### config.mk
export PLATFORM = sky130hd
export DESIGN_NAME = gpio_input_conditioner
export DESIGN_NICKNAME = d
export VERILOG_FILES = /design/src/rtl/gpio_cond_pkg.sv /design/src/rtl/gpio_debounce_bit.sv /design/src/rtl/gpio_input_conditioner.sv
export SDC_FILE = /design/constraint.sdc
export NUM_CORES = 1
export LEC_CHECK = 0
export BUFFER_PORTS_ARGS = -buffer_cell sky130_fd_sc_hd__buf_4
export CORE_MARGIN = 2
export CORE_UTILIZATION = 60
export CTS_CLUSTER_DIAMETER = 30
export DETAILED_ROUTE_END_ITERATION = 6
export GPL_TIMING_DRIVEN = 0
export PLACE_DENSITY_LB_ADDON = 0.1
export SLEW_MARGIN = 5
export SYNTH_ARGS = -nofsm -noshare
export SYNTH_HDL_FRONTEND = slang
export SYNTH_HIERARCHICAL = 1
export SYNTH_SLANG_ARGS = --single-unit
### constraint.sdc
create_clock -name clk -period 9.73 [get_ports clk]
set_input_delay 1.946 -clock clk [delete_from_list [all_inputs] [get_ports clk]]
set_output_delay 1.946 -clock clk [all_outputs]
set_load 0.01 [all_outputs]
### src/rtl/gpio_cond_pkg.sv
// rtl/gpio_cond_pkg.sv - shared constants and sizing helpers for the GPIO input conditioner
//   GPIO_DIR_IN / GPIO_DIR_OUT : direction encoding used on gpio_dir_i
//   cnt_width()                : width of a per-bit debounce counter
//   pcnt_width()               : width of the shared tick prescaler
package gpio_cond_pkg;

  localparam logic GPIO_DIR_IN  = 1'b0;
  localparam logic GPIO_DIR_OUT = 1'b1;

  // Counter must hold 0..debounce_ticks; never narrower than one bit.
  function automatic int cnt_width(input int debounce_ticks);
    int w;
    w = $clog2(debounce_ticks + 1);
    if (w < 1) w = 1;
    return w;
  endfunction

  // Prescaler holds 0..prescale-1; PRESCALE=1 still needs a one-bit register.
  function automatic int pcnt_width(input int prescale);
    int w;
    w = $clog2(prescale);
    if (w < 1) w = 1;
    return w;
  endfunction

endpackage

### src/rtl/gpio_debounce_bit.sv
// rtl/gpio_debounce_bit.sv - one GPIO bit: synchronizer, tick debouncer, level and edge events
//   clk, rst        : clock, synchronous active-high reset
//   i_pad           : raw asynchronous pad sample
//   i_dir           : 1 = pin driven as output, 0 = input
//   i_debounce_en   : 1 = filter input transitions through the debouncer
//   i_tick          : debounce sample strobe from the shared prescaler
//   o_level         : conditioned level
//   o_rise / o_fall : registered one-cycle accepted-edge pulses
//   o_rise_next / o_fall_next : values the pulse registers load on this edge
module gpio_debounce_bit
  import gpio_cond_pkg::*;
#(
  parameter int   SYNC_STAGES    = 2,
  parameter int   DEBOUNCE_TICKS = 8,
  parameter logic RESET_LEVEL    = 1'b0
) (
  input  logic clk,
  input  logic rst,
  input  logic i_pad,
  input  logic i_dir,
  input  logic i_debounce_en,
  input  logic i_tick,
  output logic o_level,
  output logic o_rise,
  output logic o_fall,
  output logic o_rise_next,
  output logic o_fall_next
);

  localparam int            CW       = cnt_width(DEBOUNCE_TICKS);
  localparam logic [CW-1:0] CNT_LAST = CW'(DEBOUNCE_TICKS - 1);

  logic [SYNC_STAGES-1:0] r_sync;
  logic [CW-1:0]          r_cnt;
  logic                   r_stable;
  logic                   r_rise;
  logic                   r_fall;

  logic [CW-1:0] w_cnt_next;
  logic          w_stable_next;
  logic          w_sync;
  logic          w_is_in;
  logic          w_follow;

  assign w_sync   = r_sync[SYNC_STAGES-1];
  assign w_is_in  = (i_dir == GPIO_DIR_IN);
  // Output pins and undebounced inputs track the synchronizer directly.
  assign w_follow = (i_dir == GPIO_DIR_OUT) || !i_debounce_en;

  always_comb begin
    w_stable_next = r_stable;
    w_cnt_next    = '0;
    if (w_follow) begin
      w_stable_next = w_sync;
    end else if (w_sync != r_stable) begin
      // Pending: the counter only advances on a tick; a return to the
      // stable level falls into the default above and clears it at once.
      w_cnt_next = r_cnt;
      if (i_tick) begin
        if (r_cnt == CNT_LAST) begin
          w_stable_next = w_sync;
          w_cnt_next    = '0;
        end else begin
          w_cnt_next = r_cnt + CW'(1);
        end
      end
    end
  end

  // Events are suppressed for output pins so driven read-back never interrupts.
  assign o_rise_next = w_is_in &  w_stable_next & ~r_stable;
  assign o_fall_next = w_is_in & ~w_stable_next &  r_stable;

  always_ff @(posedge clk) begin
    if (rst) begin
      r_sync   <= {SYNC_STAGES{RESET_LEVEL}};
      r_cnt    <= '0;
      r_stable <= RESET_LEVEL;
      r_rise   <= 1'b0;
      r_fall   <= 1'b0;
    end else begin
      r_sync   <= {r_sync[SYNC_STAGES-2:0], i_pad};
      r_cnt    <= w_cnt_next;
      r_stable <= w_stable_next;
      r_rise   <= o_rise_next;
      r_fall   <= o_fall_next;
    end
  end

  assign o_level = r_stable;
  assign o_rise  = r_rise;
  assign o_fall  = r_fall;

endmodule

### src/rtl/gpio_input_conditioner.sv
// rtl/gpio_input_conditioner.sv - per-bit synchronize/debounce of pad inputs for the SoC gpio_in bus
//   clk, rst       : clock, synchronous active-high reset
//   pad_i          : raw asynchronous pad values
//   gpio_dir_i     : per-bit direction, 1 = output, 0 = input
//   debounce_en_i  : per-bit debounce enable
//   gpio_o         : conditioned levels
//   rise_o, fall_o : one-cycle accepted-edge pulses per bit
//   event_o        : registered OR of all rise/fall pulses
module gpio_input_conditioner
  import gpio_cond_pkg::*;
#(
  parameter int   NUM_GPIO       = 32,
  parameter int   SYNC_STAGES    = 2,
  parameter int   PRESCALE       = 100,
  parameter int   DEBOUNCE_TICKS = 8,
  parameter logic RESET_LEVEL    = 1'b0
) (
  input  logic                clk,
  input  logic                rst,
  input  logic [NUM_GPIO-1:0] pad_i,
  input  logic [NUM_GPIO-1:0] gpio_dir_i,
  input  logic [NUM_GPIO-1:0] debounce_en_i,
  output logic [NUM_GPIO-1:0] gpio_o,
  output logic [NUM_GPIO-1:0] rise_o,
  output logic [NUM_GPIO-1:0] fall_o,
  output logic                event_o
);

  localparam int            PW        = pcnt_width(PRESCALE);
  localparam logic [PW-1:0] PCNT_LAST = PW'(PRESCALE - 1);

  logic [PW-1:0] r_pcnt;
  logic          r_event;
  logic          w_tick;

  logic [NUM_GPIO-1:0] w_rise_next;
  logic [NUM_GPIO-1:0] w_fall_next;

  // With PRESCALE=1 the counter sits at 0 and every cycle is a tick.
  assign w_tick = (r_pcnt == PCNT_LAST);

  always_ff @(posedge clk) begin
    if (rst) begin
      r_pcnt <= '0;
    end else if (w_tick) begin
      r_pcnt <= '0;
    end else begin
      r_pcnt <= r_pcnt + PW'(1);
    end
  end

  for (genvar g = 0; g < NUM_GPIO; g++) begin : g_bit
    gpio_debounce_bit #(
      .SYNC_STAGES    (SYNC_STAGES),
      .DEBOUNCE_TICKS (DEBOUNCE_TICKS),
      .RESET_LEVEL    (RESET_LEVEL)
    ) u_bit (
      .clk           (clk),
      .rst           (rst),
      .i_pad         (pad_i[g]),
      .i_dir         (gpio_dir_i[g]),
      .i_debounce_en (debounce_en_i[g]),
      .i_tick        (w_tick),
      .o_level       (gpio_o[g]),
      .o_rise        (rise_o[g]),
      .o_fall        (fall_o[g]),
      .o_rise_next   (w_rise_next[g]),
      .o_fall_next   (w_fall_next[g])
    );
  end

  // Built from next-state pulses so it lands on the same edge as rise_o/fall_o.
  always_ff @(posedge clk) begin
    if (rst) begin
      r_event <= 1'b0;
    end else begin
      r_event <= |(w_rise_next | w_fall_next);
    end
  end

  assign event_o = r_event;

endmodule

==> results of run 1 <==
## sequential cells by signal, summed over array words and instances, names as in the netlist
signal,count
r_pcnt,7
g_bit.u_bit/r_cnt,128
g_bit.u_bit/o_fall,32
event_o,1
g_bit.u_bit/r_sync,64
g_bit.u_bit/o_rise,32
g_bit.u_bit/o_level,32
## power by group
part	total, µW	internal, µW	switching, µW
registers	1250	1240	11.6
logic	135	69.6	65.8
clock network	1870	1250	614
total	3250	2560	691
## how the worst max path moves through the flow
stage | endpoint | cells after the start | start | slack [ps]
4_1_cts | event_o$_SDFF_PP0_ | 10 | r_pcnt[0]$_SDFF_PP0_ | 6260
2_1_floorplan | event_o$_SDFF_PP0_ | 8 | r_pcnt[4]$_SDFF_PP0_ | 4180
3_5_place_dp | event_o$_SDFF_PP0_ | 6 | debounce_en_i[4] | 6020
6_report | event_o$_SDFF_PP0_ | 10 | r_pcnt[0]$_SDFF_PP0_ | 6230
5_1_grt | event_o$_SDFF_PP0_ | 10 | r_pcnt[0]$_SDFF_PP0_ | 6140
3_3_place_gp | event_o$_SDFF_PP0_ | 8 | r_pcnt[4]$_SDFF_PP0_ | 2270
## layout make-up
cell class              count  area, µm²  area share (%)
clock buffers              72       1590            9.80
well taps                 270        338            2.08
clock inverters            30        288            1.77
inverters                  34        128           0.785
multi-input cells         971       6440            39.6
repair buffers            197       1540            9.49
flip-flops and latches    296       5930            36.4
## worst max-delay path, stage by stage (launching register included)
cell      delay, ps
dfxtp_1         320
ha_1            250
and3_4          340
buf_16          300
buf_16          250
nand4b_1        190
a21o_1          220
nor2_1           80
nor4_1          600
nand4_1         320
o41a_1          460
## metrics by stage
step	total power (µW)	utilization (%)	area, µm²	setup slack (ps)	hold slack, ps
floorplan	1330	-	12500	4180	414
global placement	1400	70.2	14300	2270	417
detailed placement	1400	70.6	14400	6020	422
CTS	3280	79.8	16300	6260	431
global route	3360	79.8	16300	6140	451
finish	3250	79.8	16300	6230	429
## cell usage after synthesis
| cell | n |
|---|---|
| a2111o_1 | 32 |
| a21bo_2 | 32 |
| a21o_1 | 32 |
| a21oi_1 | 98 |
| a31o_2 | 1 |
| and3_1 | 1 |
| dfxtp_1 | 296 |
| ha_1 | 33 |
| inv_1 | 34 |
| mux2i_1 | 32 |
| nand2_1 | 66 |
| nand2b_2 | 64 |
| nand3_1 | 34 |
| nand3b_1 | 64 |
| nand4_1 | 36 |
| nand4b_1 | 32 |
| nor2_1 | 133 |
| nor2b_1 | 96 |
| nor3_1 | 64 |
| nor4_1 | 15 |
| nor4_2 | 1 |
| nor4b_1 | 1 |
| o21ai_0 | 2 |
| o41a_1 | 1 |
| or2b_1 | 32 |
| or3_1 | 34 |
| xnor2_1 | 1 |
| xor2_1 | 34 |
## per-layer routing
metal | vias up | wire (µm) | part of all wire [%]
li1 | 5192 | - | -
met1 | 4744 | 12100 | 45
met2 | 225 | 13300 | 49
met3 | 40 | 1300 | 4.8
met4 | 0 | 391 | 1.4
met5 | - | 0 | 0
## logic make-up (layout without fill, tap and decap cells)
group           count (synthesis)  count (layout)  synth area share, %
mux                            32              32                 2.56
fa+ha+maj                      33              33                 3.30
flops                         296             296                 47.4
xor+xnor                       35              35                 2.45
simple gates                  673             673                 31.7
buf+inv                        34             333                 1.02
compound gates                198             198                 11.5
==> reports/qor.csv, run 1 <==
metric;value;unit
Resized cells post-CTS;0;
Top Ports;195;
DR WL/cell;14.5;µm
Clock Root Buffer;clkbuf_16;
vias after detailed routing;10200;
n_diodes;0;
layout cells sized above 1;24.6;%
sequential-to-total area share from yosys stat;47.4;%
grt met3 use;4.91;%
clock buffers created by TritonCTS;56;
Clk pin slew, worst setup/hold paths;50;ps
GRT overflow;0;
met2 Track Usage GR;42.8;%
HP Class;reg -> reg;
Final Wtd Congestion;0.809;
cts hold-fix bufs;0;
commonest non-fill, non-tap cells in the layout;296 x dfxtp_1, 193 x buf_4, 133 x nor2_1, 98 x a21oi_1, 96 x nor2b_1;
run status;completed;
GRT Util Overall;23.9;%
met1 usage;29.0;%
Req. time, crit path;10140;ps
antenna violations before repair;0;
most common cell after layout, fill and taps aside;dfxtp_1;
period utilisation layout;36.0;%
synthesized flop and latch total;296;
Initial DRC Count;410;
post-route insts no fill;1870;
core area;0.0204;mm²
Die W;148;µm
Post-Route WL;27.1;mm
Tightest Pin Transition;867;ps
placed cells;1768;
CP Max Fanout;73;
maximum achievable frequency;286;MHz
top cells by area in the synthesized netlist;dfxtp_1 47%, nor2b_1 4.8%, nand2b_2 4.5%;
vias per cell;5.46;
min-delay src;g_bit[5].u_bit/r_sync[0]$_SDFF_PP0_;
PortBufs;194;
# fillers;1352;
Peak supply drop;0.196;mV
CTS tree;yes;
TNS Setup;0;ps
First-pass DRT Iterations;5;
Worst Path Arrival;3910;ps
pwr/cell area;200;mW/mm²
worst r2r src;r_pcnt[0]$_SDFF_PP0_;
mapped cell area;0.0125;mm²
Ys Warns;6;
hold worst-path end;g_bit[5].u_bit/r_sync[1]$_SDFF_PP0_;
die area;0.0220;mm²
HPWL Detailed;17.8;mm
CTS max path bufs;3;
post-route antenna net violation count;0;
Starting Density;61.3;%
Slew headroom;42.2;%
Worst Reg2Reg Path Length in Cells;10;
min Tclk post-route;3500;ps
largest net degree at the start of global routing;118;
RSZ-0062 raised after global routing;no;
syn_nets;1432;
die span in y;148;µm
final hold viol count;0;
Unique masters post-synth;28;
number of global-route vias before repair;9683;
Worst Hold Depth;1;
reg-to-reg endpoint;event_o$_SDFF_PP0_;
area leader, netlist;dfxtp_1;
Layout area overhead;30.1;%
standard-cell rows;52;
Nets;1687;
Worst Setup End Kind;flop;
max_cap viols;0;
clock skew;16.9;ps
DRC;0;
CP Launch Type;flop;
CTS sink cnt;296;
Synth Instances;1301;
Post-CTS Setup Bufs;0;
Clock Latency Late Sink;540;ps
kind of critical path;reg -> reg;
global-route layer with the greatest usage;met2;
LEAKAGE;0.00607;µW
final setup fails;0;
reg2reg setup slack;6230;ps
CTS H-tree depth;2;
Final Max Tran Viols;0;
global-route wire length before repair;44.0;mm
syn_area_per_cell;9.60;µm²
top cell type's share of synthesized area;47.4;%
Power figures use the tool's default switching activity.
==> run 2, diff against run 1 <==
- CORE_UTILIZATION: 60 -> 51
- clock period: 9.73 -> 3.1 ns (I/O delays scaled with it)
==> run 2 against run 1 <==
Clock skew up 4.1 ps. Cell count rose by 4.3%. Core utilization fell by 10 points. Die area up 17%. Final area grew 3.9%. Routed wire length shrank 0.76%. Total power increased to 3.6 times the previous value. Flip-flop and latch count stayed put. Critical path depth decreased by 1. Sequential share of layout area decreased by 1.4 points. Critical path type unchanged.
==> reports/qor.csv, run 2 (synthesis gave the netlist of run 1 again) <==
metric;value;unit;change
Die W;161;µm;was 148 µm
HP Class;in -> reg;;was reg -> reg
Clock Root Buffer;clkbuf_16;;unchanged
post-route antenna net violation count;0;;unchanged
TNS Setup;0;ps;unchanged
n_diodes;0;;unchanged
kind of critical path;reg -> reg;;unchanged
number of global-route vias before repair;9786;;was 9683
Worst Hold Depth;2;;was 1
Worst Setup End Kind;flop;;unchanged
CTS sink cnt;296;;unchanged
worst r2r src;r_pcnt[0]$_SDFF_PP0_;;unchanged
DRC;0;;unchanged
Post-CTS Setup Bufs;0;;unchanged
CTS tree;yes;;unchanged
Clock Latency Late Sink;550;ps;was 540 ps
Req. time, crit path;3520;ps;was 10140 ps
First-pass DRT Iterations;4;;was 5
grt met3 use;4.96;%;was 4.91%
DR WL/cell;13.8;µm;was 14.5 µm
WHS;282;ps;was 429 ps
maximum achievable frequency;338;MHz;was 286 MHz
largest registers in the final layout;g_bit.u_bit/r_cnt (128), g_bit.u_bit/r_sync (64);;unchanged
sequential cell area;0.00593;mm²;unchanged
hold worst-path end;g_bit[31].u_bit/r_sync[0]$_SDFF_PP0_;;was g_bit[5].u_bit/r_sync[1]$_SDFF_PP0_
Starting Density;51.7;%;was 61.3%
Largest register FFs;128;;unchanged
commonest non-fill, non-tap cells in the layout;296 x dfxtp_1, 193 x buf_4, 133 x nor2_1, 98 x a21oi_1, 96 x nor2b_1;;unchanged
Worst Reg2Reg Path Length in Cells;9;;was 10
CP Max Fanout;87;;was 73
HPWL Detailed;17.7;mm;was 17.8 mm
CTS max path bufs;3;;unchanged
vias per cell;5.22;;was 5.46
Top Ports;195;;unchanged
reg2reg setup slack;140;ps;was 6230 ps
CP Launch Type;flop;;unchanged
die span in y;161;µm;was 148 µm
most common cell after layout, fill and taps aside;dfxtp_1;;unchanged
Largest Register;g_bit.u_bit/r_cnt;;unchanged
Final Max Tran Viols;0;;unchanged
Tightest Pin Transition;663;ps;was 867 ps
layout cells sized above 1;26.0;%;was 24.6%
max_cap viols;0;;unchanged
met2 Track Usage GR;33.9;%;was 42.8%
CTS H-tree depth;3;;was 2
multi-input combinational cell area;0.00648;mm²;was 0.00644 mm²
pwr/cell area;683;mW/mm²;was 200 mW/mm²
placed cells;1822;;was 1768
clock skew;20.9;ps;was 16.9 ps
standard-cell rows;57;;was 52
Layout area overhead;35.2;%;was 30.1%
clock buffers created by TritonCTS;69;;was 56
core area;0.0242;mm²;was 0.0204 mm²
Nets;1702;;was 1687
period utilisation layout;95.3;%;was 36.0%
GRT Util Overall;20.5;%;was 23.9%
GRT overflow;0;;unchanged
Post-Route WL;26.9;mm;was 27.1 mm
post-route insts no fill;1950;;was 1870
largest net degree at the start of global routing;99;;was 118
final setup fails;0;;unchanged
Clk pin slew, worst setup/hold paths;50;ps;about the same
Final Instance Area;0.0169;mm²;was 0.0163 mm²
# fillers;1853;;was 1352
antenna violations before repair;0;;unchanged
met1 usage;26.1;%;was 29.0%
final hold viol count;0;;unchanged
min-delay src;pad_i[31];;was g_bit[5].u_bit/r_sync[0]$_SDFF_PP0_
global-route layer with the greatest usage;met2;;unchanged
reg-to-reg endpoint;event_o$_SDFF_PP0_;;unchanged
RSZ-0062 raised after global routing;no;;unchanged
die area;0.0258;mm²;was 0.0220 mm²
run status;completed;;unchanged
PortBufs;194;;unchanged
Peak supply drop;0.560;mV;was 0.196 mV
LEAKAGE;0.00633;µW;was 0.00607 µW
vias after detailed routing;10200;;about the same
Slew headroom;55.8;%;was 42.2%
Final Wtd Congestion;0.793;;was 0.809
min Tclk post-route;2960;ps;was 3500 ps
Initial DRC Count;511;;was 410
Worst Path Arrival;3380;ps;was 3910 ps
area post-placement;0.0145;mm²;was 0.0144 mm²
global-route wire length before repair;44.5;mm;was 44.0 mm
run 2: cell types whose count changed in the layout (fill, tap and decap cells not counted), sizes merged:
cell | previous run | this run
clkbuf | 72 | 95
clkinv | 19 | 14
inv | 35 | 39
clkinvlp | 6 | 7
bufinv | 4 | 5
and3 | 1 | 3
run 2: routing by layer:
layer,routed length (µm),up-vias
li1,-,5241
met1,12300,4711
met2,12700,190
met3,1370,37
met4,511,0
met5,0,-
run 2: worst max-delay path, cell delays in order, from the launching register on:
cell and delay, ps:
dfxtp_1 320, ha_1 280, and3_4 270, buf_16 260, nand4b_1 190, a21o_1 190
nor2_1 80, nor4_1 530, nand4_1 230, o41a_1 450
run 2: power by group:
part	total, µW	internal [µW]	switching (µW)
sequential	3920	3880	35.9
combinational	424	220	204
clock	7190	4990	2210
run 2: stage by stage:
stage	util, %	total power, µW	worst slack, ps
3_3_place_gp	59.4	4400	-718
3_5_place_dp	59.8	4410	-81.5
4_1_cts	69.8	11700	9.71
2_1_floorplan	-	4170	180
5_1_grt	69.8	12000	9.50
6_report	69.8	11500	144
run 2: worst max-delay path by stage:
stage	start	endpoint	slack (ps)	cells past startpoint
after floorplan	r_pcnt[4]$_SDFF_PP0_	event_o$_SDFF_PP0_	180	8
after global placement	r_pcnt[4]$_SDFF_PP0_	event_o$_SDFF_PP0_	-720	8
after detailed placement	r_pcnt[0]$_SDFF_PP0_	event_o$_SDFF_PP0_	-80	9
after CTS	r_pcnt[0]$_SDFF_PP0_	event_o$_SDFF_PP0_	10	9
after global routing	r_pcnt[0]$_SDFF_PP0_	event_o$_SDFF_PP0_	10	9
final	r_pcnt[0]$_SDFF_PP0_	event_o$_SDFF_PP0_	140	9
run 2: repair_timing:
action	4_1_cts	5_1_grt
hold endpoints to repair	0	0
gates cloned	0	2
gates resized for setup	3	1
hold buffers	0	0
setup endpoints to repair	1	1
pin swaps	0	1
run 2: cell type report:
class,instances,share of cell area (%)
Clock inverter,31,2.21
Timing Repair Buffer,197,9.16
Tap cell,324,2.40
Clock buffer,95,12.0
Multi-Input combinational cell,973,38.4
Inverter,34,0.756
Sequential cell,296,35.1
